[config.mk]
export PLATFORM = sky130hd
export DESIGN_NAME = encoder
export DESIGN_NICKNAME = d
export VERILOG_FILES = /design/src/rtl/encoder.sv
export SDC_FILE = /design/constraint.sdc
export NUM_CORES = 1
export LEC_CHECK = 0
export ABC_CLOCK_PERIOD_IN_PS = 5200
export BUFFER_PORTS_ARGS = -buffer_cell sky130_fd_sc_hd__buf_4
export CAP_MARGIN = 10
export CORE_MARGIN = 3
export CORE_UTILIZATION = 50
export CTS_CLUSTER_DIAMETER = 80
export CTS_CLUSTER_SIZE = 30
export DETAILED_ROUTE_END_ITERATION = 10
export HOLD_SLACK_MARGIN = 0.05
export PLACE_DENSITY = 0.78
export SYNTH_ARGS = -nofsm -noshare
export SYNTH_HDL_FRONTEND = slang
export SYNTH_SLANG_ARGS = --single-unit
[constraint.sdc]
create_clock -name clk -period 5.2 [get_ports clk]
set_input_delay 0.78 -clock clk [delete_from_list [all_inputs] [get_ports clk]]
set_output_delay 0.78 -clock clk [all_outputs]
set_load 0.1 [all_outputs]
[src/rtl/encoder.sv]
// Segment encoder: turns controller header/status requests and datapath blocks into a stream of
// command/data words through a single registered output stage.
module encoder #(
  parameter int unsigned BUS_SIZE = 32
) (
  input  logic                clk,
  input  logic                rst,
  input  logic                from_cntrl_head_req,
  input  logic [3:0]          from_cntrl_dtype,
  input  logic                from_cntrl_eot,
  input  logic                from_cntrl_last,
  input  logic [15:0]         from_cntrl_length,
  input  logic                from_cntrl_status_req,
  input  logic                from_cntrl_success,
  output logic                to_cntrl_ready,
  output logic                to_cntrl_seg_done,
  input  logic [BUS_SIZE-1:0] from_dp_data,
  input  logic                from_dp_data_valid,
  output logic                to_dp_ready,
  output logic [BUS_SIZE-1:0] data_out,
  output logic                data_out_valid,
  input  logic                data_out_ready
);

  localparam int unsigned BYTES = BUS_SIZE / 8;
  localparam int unsigned CNT_W = 16;
  localparam int unsigned HDR_W = 32;
  localparam logic [HDR_W-1:0] STATUS_OK  = 32'hE000_0000;
  localparam logic [HDR_W-1:0] STATUS_ERR = 32'hF000_0000;

  typedef enum logic [1:0] {S_IDLE, S_HEAD, S_DATA, S_STATUS} state_e;

  state_e              state_q, state_d;
  logic [BUS_SIZE-1:0] data_q, data_d;
  logic                valid_q, valid_d;
  logic [CNT_W-1:0]    rem_q, rem_d;
  logic [HDR_W-1:0]    hdr_q, hdr_d;
  logic                success_q, success_d;

  logic                out_free;
  logic                head_acc;
  logic                stat_acc;
  logic                dp_acc;
  logic                last_word;
  logic [BUS_SIZE-1:0] masked;

  assign out_free          = !valid_q || data_out_ready;
  assign to_cntrl_ready    = !rst && (state_q == S_IDLE) && out_free;
  assign to_dp_ready       = !rst && (state_q == S_DATA) && out_free;
  assign head_acc          = to_cntrl_ready && from_cntrl_head_req;
  assign stat_acc          = to_cntrl_ready && from_cntrl_status_req && !from_cntrl_head_req;
  assign dp_acc            = to_dp_ready && from_dp_data_valid;
  assign last_word         = (rem_q <= CNT_W'(BYTES));
  assign to_cntrl_seg_done = dp_acc && last_word;
  assign data_out          = data_q;
  assign data_out_valid    = valid_q;

  // Bytes at or beyond the remaining count (byte 0 in the MSBs) are zeroed.
  always_comb begin
    masked = from_dp_data;
    for (int unsigned i = 0; i < BYTES; i++) begin
      if (CNT_W'(i) >= rem_q) masked[BUS_SIZE-1-8*i -: 8] = 8'h00;
    end
  end

  always_ff @(posedge clk) begin
    if (rst) begin
      state_q   <= S_IDLE;
      data_q    <= '0;
      valid_q   <= 1'b0;
      rem_q     <= '0;
      hdr_q     <= '0;
      success_q <= 1'b0;
    end else begin
      state_q   <= state_d;
      data_q    <= data_d;
      valid_q   <= valid_d;
      rem_q     <= rem_d;
      hdr_q     <= hdr_d;
      success_q <= success_d;
    end
  end

  // Next-state selection; a header request wins over a simultaneous status request.
  always_comb begin
    state_d = state_q;
    unique case (state_q)
      S_IDLE: begin
        if (head_acc)      state_d = S_HEAD;
        else if (stat_acc) state_d = S_STATUS;
      end
      S_HEAD:   if (out_free) state_d = (rem_q != '0) ? S_DATA : S_IDLE;
      S_DATA:   if (dp_acc && last_word) state_d = S_IDLE;
      S_STATUS: if (out_free) state_d = S_IDLE;
      default:  state_d = S_IDLE;
    endcase
  end

  // Output stage and segment bookkeeping.
  always_comb begin
    data_d    = data_q;
    valid_d   = valid_q && !data_out_ready;
    rem_d     = rem_q;
    hdr_d     = hdr_q;
    success_d = success_q;
    if (head_acc) begin
      hdr_d = {from_cntrl_dtype, 1'b0, from_cntrl_eot, from_cntrl_last, 1'b0, 8'h00,
               from_cntrl_length};
      rem_d = from_cntrl_length;
    end
    if (stat_acc) success_d = from_cntrl_success;
    if ((state_q == S_HEAD) && out_free) begin
      data_d                     = '0;
      data_d[BUS_SIZE-1 -: HDR_W] = hdr_q;
      valid_d                    = 1'b1;
    end
    if ((state_q == S_STATUS) && out_free) begin
      data_d                     = '0;
      data_d[BUS_SIZE-1 -: HDR_W] = success_q ? STATUS_OK : STATUS_ERR;
      valid_d                    = 1'b1;
    end
    if (dp_acc) begin
      data_d  = masked;
      valid_d = 1'b1;
      rem_d   = last_word ? '0 : rem_q - CNT_W'(BYTES);
    end
  end

endmodule

==> results.cfg <==
[outcome]
status = complete, no violations

[logic_synthesis]
yosys.area_share.simple_pct = 20.0
synthMuxAreaShare_pct = 0.317
synthAdderAreaFrac_pct = 1.19
yosysWarnings = 0
synth_xor_xnor_area_share_pct = 3.33
ys_seq_area_share_pct = 46.9
synth_top_family_by_area = compound AO/OA/AOI/OAI gates
synth_flop_cell = dfxtp_1
syn_nets = 439
netlist_instances = 375
synthArstFlopShare_pct = 0
syn_area_um2 = 3160
ys_seq_elements = 74
ys_types = 47
synth_edf_count = 0
synth_area_per_cell_um2 = 8.41
synth_compound_area_share_pct = 24.3

[grt]
grt_util_all_layers_pct = 22.4
grt_use_met2_pct = 36.4
top_usage_layer = met2
grtUsageMet1_pct = 27.9
grt_max_degree = 66
grt_pass1_vias = 2984
antenna_found_initial = 0
met3_usage_pct = 5.24
grt_overflow = 0
grt_pass1_wl_um = 13300

[floorplanning]
top_level_ports = 97
dieHeight_um = 85.4
start_util_pct = 52.4
rows = 28
core-area_um2 = 6030
die_width_um = 85.4
die_area_um2 = 7300

[sta]
maxSlewViolCount = 0
setup_slack_ns = 1.66
min_period_over_period_pct = 68.0
setup_tns_ns = 0
relSlewSlack_pct = 26.8
clock.fmax_ghz = 0.283
final.min_clock_period_ns = 3.54
fin_skew_ns = 0.00534
hold_viol_final = 0
worstMarginPinSlew_ns = 1.10
grt_setup_unrepaired = false
setup-violations-final = 0

[power]
clkPwrFrac_pct = 17.0
total_power_mw = 2.32
p_seq_share_pct = 32.8
p_per_area_nw_per_um2 = 572
p_int_mw = 1.23
p_leak_nw = 1.70
switching_power_mw = 1.10
max-vdd-ir-drop_mv = 0.366
swShare_pct = 47.2
p_comb_share_pct = 50.2

[clock_network]
ctsHtreeMaxLevel = 3
cts_tree = built
clock_path_buffers = 2
cts.sinks = 74
hold_buffers = 0
postCtsSetupBuffers = 0
numCtsBuffers = 9
post_cts_resized = 0
cts.clk_slew.worst_paths_ns = 0.07
root_buffer = clkbuf_8
clk-insertion-delay-late_ns = 0.34

[min_path]
min_path_type = reg -> reg

[placement]
dpl_cell_area_um2 = 3880
io_buffers = 96
dp_cells = 521
gp_congestion = 0.811
dp_slack_ns = 1.68
dp_hpwl_um = 5770

[detailed_routing]
wl_per_cell_um = 15.3
drt_iter0_drc = 185
via_per_inst = 5.82
drc = 0
firstDrtPassIters = 5
ant_nets = 0
wl_um = 8240
via_count = 3127

[layout]
area_delta_synth_final_pct = 28.6
nets = 522
diodes = 0
drive_above_1_share_pct = 26.2
fin_area_um2 = 4060
layout.cells.non_filler = 537

[worst_setup_path]
r2r_slack_ns = 2.50
crit_fanout = 65
r2r_start = state_q[1]
cp-endpoint = to_cntrl_seg_done
end_kind = output port
start_kind = input port
r2r_cells = 5
timing_worst_setup_path_type = in -> out
critPathArrivalTime_ns = 2.76
r2r_end = rem_q[5]
critPathRequiredTime_ns = 4.42
critical_path.startpoint = rst

[flow_run]
maxCapViolCount = 0
power groups by stage:
| stage | Combinational, mW | Clock (mW) | Sequential [mW] |
|---|---|---|---|
| after floorplan | 0.578 | 0 | 1.11 |
| after global placement | 1.14 | 0 | 0.769 |
| after detailed placement | 1.15 | 0 | 0.772 |
| after CTS | 1.16 | 0.398 | 0.760 |
| after global routing | 1.25 | 0.423 | 0.776 |
| final | 1.17 | 0.395 | 0.762 |
area by class of cell:
class / instances / area, µm²
clock inverters: 3 / 15.0
multi-input cells: 269 / 1550
well taps: 75 / 93.8
inverters: 5 / 18.8
fillers: 514 / 1970
repair buffers: 99 / 743
clock buffers: 12 / 155
flip-flops and latches: 74 / 1480
registers in the layout, summed over array words and instances (netlist names):
register        count
hdr_q              22
success_q           1
data_out_valid      1
rem_q              16
data_out           32
state_q             2
placed cells by master (no fill, tap or decap), types with 2 or more instances in the layout:
| master | synthesis | final |
|---|---|---|
| o21ai_1 | 2 | 2 |
| nand2b_1 | 2 | 2 |
| buf_4 | 0 | 99 |
| a21o_1 | 2 | 2 |
| o22ai_1 | 22 | 22 |
| a21boi_0 | 12 | 12 |
| xnor2_1 | 3 | 3 |
| nand4_1 | 3 | 3 |
| a21oi_1 | 43 | 43 |
| nand2_1 | 61 | 61 |
| a222oi_1 | 8 | 8 |
| a31oi_1 | 2 | 2 |
| inv_1 | 5 | 5 |
| a31o_2 | 3 | 3 |
| nor3_1 | 14 | 14 |
| a2111oi_0 | 2 | 2 |
| dfxtp_1 | 74 | 74 |
| ha_1 | 3 | 3 |
| a32oi_1 | 8 | 8 |
| and4_1 | 2 | 2 |
| or3_1 | 2 | 2 |
| xor2_1 | 9 | 9 |
| nor4_1 | 2 | 2 |
| nor2_1 | 28 | 28 |
| clkinv_2 | 0 | 3 |
| o21ai_0 | 6 | 6 |
| clkbuf_8 | 0 | 11 |
| or4_4 | 2 | 2 |
| nor3b_1 | 2 | 2 |
| nand3_1 | 9 | 9 |
cells in the mapped netlist, drive strengths merged, types with 3 or more instances:
| master | n | area, µm² |
|---|---|---|
| or3 | 3 | 20.0 |
| inv | 5 | 18.8 |
| nand3 | 9 | 45.0 |
| nand2 | 61 | 229 |
| nor4 | 3 | 25.0 |
| o21ai | 8 | 40.0 |
| or4 | 3 | 30.0 |
| a31o | 3 | 26.3 |
| a21oi | 43 | 215 |
| a222oi | 8 | 80.1 |
| nor2 | 28 | 105 |
| dfxtp | 74 | 1480 |
| o22ai | 23 | 150 |
| ha | 3 | 37.5 |
| xor2 | 9 | 78.8 |
| xnor2 | 3 | 26.3 |
| a21boi | 12 | 90.1 |
| nor3 | 14 | 70.1 |
| a32oi | 8 | 70.1 |
| clkbuf | 24 | 90.1 |
| buf | 3 | 13.8 |
| nand4 | 3 | 18.8 |
critical path, stage by stage:
cell	delay, ns
buf_4	0.29
nor2_1	0.33
and4_1	0.64
nand4_1	0.27
inv_1	0.13
buf_4	0.30
metal layers:
metal  part of all wire [%]  wire length [µm]
met1                     43              3530
met2                     48              3990
met3                    6.5               532
met4                    2.2               184
met5                      0                 0
through the flow:
| step | hold WS (ns) | util, % |
|---|---|---|
| after floorplan | 0.436 | - |
| after global placement | 0.441 | 64.4 |
| after detailed placement | 0.449 | 64.4 |
| after CTS | 0.459 | 67.2 |
| after global routing | 0.478 | 67.4 |
| final | 0.457 | 67.4 |
logic make-up after synthesis:
| group | Yosys count |
|---|---|
| and+or+nand+nor | 136 |
| adders and majority gates | 3 |
| AOI/OAI and AO/OA | 117 |
| DFF | 74 |
| buffers and inverters | 32 |
| muxes | 1 |
| xor gates and xnor gates | 12 |
worst min path at each step:
stage | start | endpoint | slack (ns) | cells after the start
detailed placement | hdr_q[28] | hdr_q[28] | 0.45 | 2
global placement | hdr_q[28] | hdr_q[28] | 0.44 | 2
floorplan | hdr_q[0] | hdr_q[0] | 0.44 | 2
global route | hdr_q[8] | hdr_q[8] | 0.48 | 2
finish | hdr_q[1] | hdr_q[1] | 0.46 | 2
CTS | hdr_q[28] | hdr_q[28] | 0.46 | 2
No activity file was read; power rests on OpenSTA's default activity.
